File: src/rtl/csr_encoder.sv
// Streams a dense row-major matrix in and builds its CSR form (NV/CI/RP).
// Capacity is one less than the array depth, so every row pointer fits the index width.
module csr_encoder #(
  parameter int data_width_param   = 32,
  parameter int max_elements_param = 16,
  parameter int idx_width_param    = 4
) (
  input  logic                        clk_i,
  input  logic                        rst_ni,
  input  logic                        start_i,
  input  logic [idx_width_param-1:0]  rows_i,
  input  logic [idx_width_param-1:0]  cols_i,
  input  logic                        elem_valid_i,
  input  logic [data_width_param-1:0] elem_data_i,
  output logic                        elem_ready_o,
  output logic [data_width_param-1:0] NV_o [max_elements_param],
  output logic [idx_width_param-1:0]  CI_o [max_elements_param],
  output logic [idx_width_param-1:0]  RP_o [max_elements_param],
  output logic [idx_width_param-1:0]  nnz_o,
  output logic [idx_width_param-1:0]  rows_o,
  output logic                        busy_o,
  output logic                        done_o,
  output logic                        overflow_o
);

  localparam logic [idx_width_param-1:0] one = idx_width_param'(1);
  localparam logic [idx_width_param-1:0] cap = idx_width_param'(max_elements_param - 1);

  typedef enum logic [1:0] {IDLE, LOAD, DONE} state_e;

  state_e                       state_q, state_d;
  logic [idx_width_param-1:0]   cols_q, row_q, col_q, nnz_next;
  logic                         start_ok, zero_dim, accept, nonzero, store;
  logic                         last_col, last_elem;

  assign start_ok  = start_i && (state_q != LOAD);
  assign zero_dim  = (rows_i == '0) || (cols_i == '0);
  assign accept    = elem_valid_i && (state_q == LOAD);
  assign nonzero   = (elem_data_i != '0);
  assign store     = accept && nonzero && (nnz_o < cap);
  assign nnz_next  = store ? nnz_o + one : nnz_o;
  assign last_col  = (col_q == cols_q - one);
  assign last_elem = last_col && (row_q == rows_o - one);

  assign elem_ready_o = (state_q == LOAD);
  assign busy_o       = elem_ready_o;

  always_ff @(posedge clk_i or negedge rst_ni) begin
    if (!rst_ni) state_q <= IDLE;
    else         state_q <= state_d;
  end

  // NOTE: state_d takes its hold value before the case so no path leaves it unassigned (no latch).
  always_comb begin
    state_d = state_q;
    unique case (state_q)
      IDLE, DONE: if (start_i) state_d = zero_dim ? DONE : LOAD;
      LOAD:       if (accept && last_elem) state_d = DONE;
      default:    state_d = IDLE;
    endcase
  end

  // NOTE: the arrays are real outputs that must read zero straight out of reset,
  // so they sit on the async reset like any other register rather than as an unreset RAM.
  always_ff @(posedge clk_i or negedge rst_ni) begin
    if (!rst_ni) begin
      for (int i = 0; i < max_elements_param; i++) begin
        NV_o[i] <= '0;
        CI_o[i] <= '0;
        RP_o[i] <= '0;
      end
      nnz_o      <= '0;
      rows_o     <= '0;
      cols_q     <= '0;
      row_q      <= '0;
      col_q      <= '0;
      done_o     <= 1'b0;
      overflow_o <= 1'b0;
    end else begin
      done_o <= 1'b0;
      if (start_ok) begin
        for (int i = 0; i < max_elements_param; i++) begin
          NV_o[i] <= '0;
          CI_o[i] <= '0;
          RP_o[i] <= '0;
        end
        nnz_o      <= '0;
        overflow_o <= 1'b0;
        rows_o     <= rows_i;
        cols_q     <= cols_i;
        row_q      <= '0;
        col_q      <= '0;
        done_o     <= zero_dim;
      end else if (accept) begin
        if (store) begin
          NV_o[nnz_o] <= elem_data_i;
          CI_o[nnz_o] <= col_q;
          nnz_o       <= nnz_next;
        end else if (nonzero) begin
          overflow_o  <= 1'b1;
        end
        // Row pointer records the count including the element that closes the row.
        if (last_col) begin
          RP_o[row_q + one] <= nnz_next;
          col_q             <= '0;
          row_q             <= row_q + one;
        end else begin
          col_q <= col_q + one;
        end
        if (last_elem) done_o <= 1'b1;
      end
    end
  end

endmodule

File: config.mk
export PLATFORM = sky130hd
export DESIGN_NAME = csr_encoder
export DESIGN_NICKNAME = d
export VERILOG_FILES = /design/src/rtl/csr_encoder.sv
export SDC_FILE = /design/constraint.sdc
export NUM_CORES = 1
export LEC_CHECK = 0
export BUFFER_PORTS_ARGS = -buffer_cell sky130_fd_sc_hd__buf_2
export CAP_MARGIN = 15
export CORE_AREA = 2 2 268 270
export CTS_CLUSTER_DIAMETER = 30
export CTS_CLUSTER_SIZE = 10
export DETAILED_ROUTE_END_ITERATION = 10
export DIE_AREA = 0 0 270 272
export PLACE_DENSITY = 0.61
export SLEW_MARGIN = 40
export SYNTH_ARGS = -nofsm -noshare
export SYNTH_HDL_FRONTEND = slang
export SYNTH_SLANG_ARGS = --single-unit
File: constraint.sdc
create_clock -name clk_i -period 3.7 [get_ports clk_i]
set_input_delay 0.74 -clock clk_i [delete_from_list [all_inputs] [get_ports clk_i]]
set_output_delay 0.74 -clock clk_i [all_outputs]
set_load 0.01 [all_outputs]
==> flow_summary.toml <==
[outcome]
status = "completed"

[logic_synthesis]
yosys_warnings = 0
synth.cell_area_sq_um = 26500
synth.distinct_cells = 53
synth-seq-cells = 664
syn-num-nets = 2434
yosysSeqAreaShare_pct = 62.8
synth.avg_cell_area_sq_um = 11.1
syn-instance-count = 2378

[grt]
gr-max-usage-layer = "met2"
overflow = 0
grt_max_degree = 131
use_met3_pct = 5.58
use_met2_pct = 41.1
use_met1_pct = 29.7
grt_pass1_wl_mm = 140
gr-usage-all-layers_pct = 25.1
antenna_found_initial = 5
grt_pass1_vias = 21893

[clocking]
clock_path_buffers = 3
root_buffer = "clkbuf_16"
clk_pin_slew_ns = 0.05
cts_tree = "built"
cts_resized = 0
clkSinkCount = 664
numCtsBuffers = 137
htreeDepth = 4
holdBufCountCts = 0
cts_setup_buffers = 0
clkLatencyLatePin_ns = 0.71

[drt]
first_iter_violations = 1800
avgViaCountPerCell = 5.32
wl_per_cell_um = 22.8
wl_mm = 94.3
drc = 0
dr.pass1.iters = 5
ant_nets = 0
route.vias.total = 21992

[finish]
design_area_sq_um = 35700
fin_nets = 3125
area_delta_synth_final_pct = 35.0
drive_gt1_share_pct = 37.5

[floorplan]
initial_core_util_pct = 37.4
core-area_sq_um = 70800
num_rows = 98
die_y_um = 272
die_w_um = 270
pin_count = 696
dieArea_sq_um = 73400

[critical_path]
regToRegSetupSlack_ns = 1.02
cpMaxStageDelayCell = "a21oi_4"
crit-reg2reg-launch = "state_q[1]$_DFFE_PN0P_"
crit_path_start_kind = "flop"
cp_data_required_time_ns = 4.26
setup.worst_path.end_class = "flop"
worstPathArrival_ns = 3.24
critical_path.cell_chain = "nand2b_4 > clkinv_2 > nand2_4 > a21oi_4 > nand3_4 > buf_4 > nand3_1 > o21ai_2"
reg2reg_depth = 8
crit_path_max_fanout = 34
r2r_end = "NV_o[162]$_DFFE_PN0P_"
worstSetupPathType = "reg -> reg"
cpPeakStageDelay_ns = 0.63

[timing]
timing.fmax_ghz = 0.373
tightest_slew_ns = 0.857
fin_crit_sh_pct = 72.4
final-setup-viol-count = 0
min_period_ns = 2.68
finalClockSkew_ns = 0.0359
drv_slew = 0
rsz0062_at_grt = "no"
tns_ns = 0
max_slew_margin_pct = 42.8
final-hold-violation-count = 0

[min_path]
min_to = "rows_o[3]$_DFFE_PN0P_"
holdPathStages = 3
hp-class = "in -> reg"
worstHoldStart = "rows_i[3]"

[placement]
hpwl_mm = 62.7
portBuffers = 695
place_area_sq_um = 30800
gp_congestion = 0.877

[job]
drv_cap = 0

[pwr]
power_density_nw_per_um2 = 726
power.leakage_nw = 18.2
vdd_drop_max_v = 0.000354
## through the flow
step,hold slack [ns],utilization (%),setup slack (ns),std cells,total power [mW]
floorplan,0.444,-,1.48,2378,10.9
global placement,0.463,43.4,0.525,3878,13.0
detailed placement,0.465,43.5,0.457,3878,13.2
CTS,0.102,50.4,0.993,4129,26.1
global route,0.230,50.5,0.839,4131,26.9
finish,0.258,50.5,1.02,4132,25.9
## worst max-delay path, delay by kind of cell, from the launching register on
family / cells / cell delay, ns
buf+inv: 2 / 0.47
simple gates: 4 / 0.95
flops: 1 / 0.38
compound gates: 2 / 0.70
## cells by family after synthesis
kind of cell	count (synthesis)	share of synthesized area (%)
compound gates	641	13.6
xor+xnor	16	0.610
fa+ha+maj	12	0.568
buf+inv	251	5.59
flops	664	62.8
mux	4	0.189
simple gates	790	16.6
## cell usage in the layout (no fill, tap or decap), types with 12 or more instances in the layout
cell	count
buf_2	694
dfrtp_1	664
nand3_1	539
o21ai_1	270
o21ai_0	252
clkbuf_16	138
o21ai_2	78
nand2_1	73
buf_4	70
nand3_2	62
and2_1	42
clkinv_2	28
buf_12	25
clkbuf_8	22
a21oi_1	19
bufinv_16	19
clkbuf_1	17
nor2_1	16
and3_1	13
ha_1	12
## registers in the layout, summed over array words and instances (netlist names)
signal,count
CI_o,64
overflow_o,1
col_q,4
done_o,1
RP_o,64
rows_o,4
cols_q,4
NV_o,512
state_q,2
nnz_o,4
row_q,4
## cell type report
| cell class | count | area (sq um) |
|---|---|---|
| Timing Repair Buffer | 792 | 4550 |
| Multi-Input combinational cell | 1463 | 8390 |
| Tap cell | 950 | 1190 |
| Clock inverter | 74 | 1100 |
| Antenna cell | 1 | 2.50 |
| Clock buffer | 177 | 3820 |
| Sequential cell | 664 | 16600 |
| Fill cell | 6372 | 35000 |
| Inverter | 11 | 42.5 |
## synthesized netlist by cell type, drive strengths merged
cell	count	area share [%]
o22ai	1	0.024
and4	2	0.066
mux2	2	0.099
xnor2	10	0.33
a21oi	20	0.42
o32ai	1	0.033
xnor3	1	0.085
nand2b	4	0.12
clkbuf	104	1.5
and3	13	0.31
mux2i	2	0.090
o21ai	600	12
or3	2	0.047
xor2	5	0.19
a21o	1	0.028
inv	10	0.14
nor2b	2	0.047
nor4	10	0.24
a32o	9	0.34
a211o	1	0.033
a22o	1	0.033
nand3	611	13
nand2	79	1.2
nand4	1	0.024
a311oi	4	0.13
dfrtp	664	63
a31o	1	0.033
and2	43	1.0
a31oi	1	0.024
clkinv	1	0.019
ha	12	0.57
nor2	16	0.23
and3b	1	0.033
nor3	6	0.13
buf	136	4.0
a21boi	1	0.028
## layer usage
metal / part of all wire (%) / wire (um) / vias to the layer above
met5: 0.043 / 41 / -
met4: 6.4 / 6030 / 6
met3: 5.8 / 5450 / 287
met2: 49 / 46100 / 933
met1: 39 / 36700 / 10876
li1: - / - / 9890
## report_power, final
part,leakage [nW],switching (mW),internal [mW]
sequential,9.21,0.450,7.96
combinational,6.56,3.40,1.25
clock,2.40,4.20,8.67
total,18.2,8.05,17.9
## how the worst max path moves through the flow
| stage | from | end | depth (start not counted) |
|---|---|---|---|
| floorplan | elem_data_i[8] | RP_o[33]$_DFFE_PN0P_ | 6 |
| global placement | elem_data_i[8] | NV_o[162]$_DFFE_PN0P_ | 8 |
| detailed placement | elem_data_i[8] | NV_o[398]$_DFFE_PN0P_ | 8 |
| CTS | state_q[1]$_DFFE_PN0P_ | NV_o[182]$_DFFE_PN0P_ | 8 |
| global route | state_q[1]$_DFFE_PN0P_ | NV_o[443]$_DFFE_PN0P_ | 8 |
| finish | state_q[1]$_DFFE_PN0P_ | NV_o[162]$_DFFE_PN0P_ | 8 |
Power figures use the tool's default switching activity.
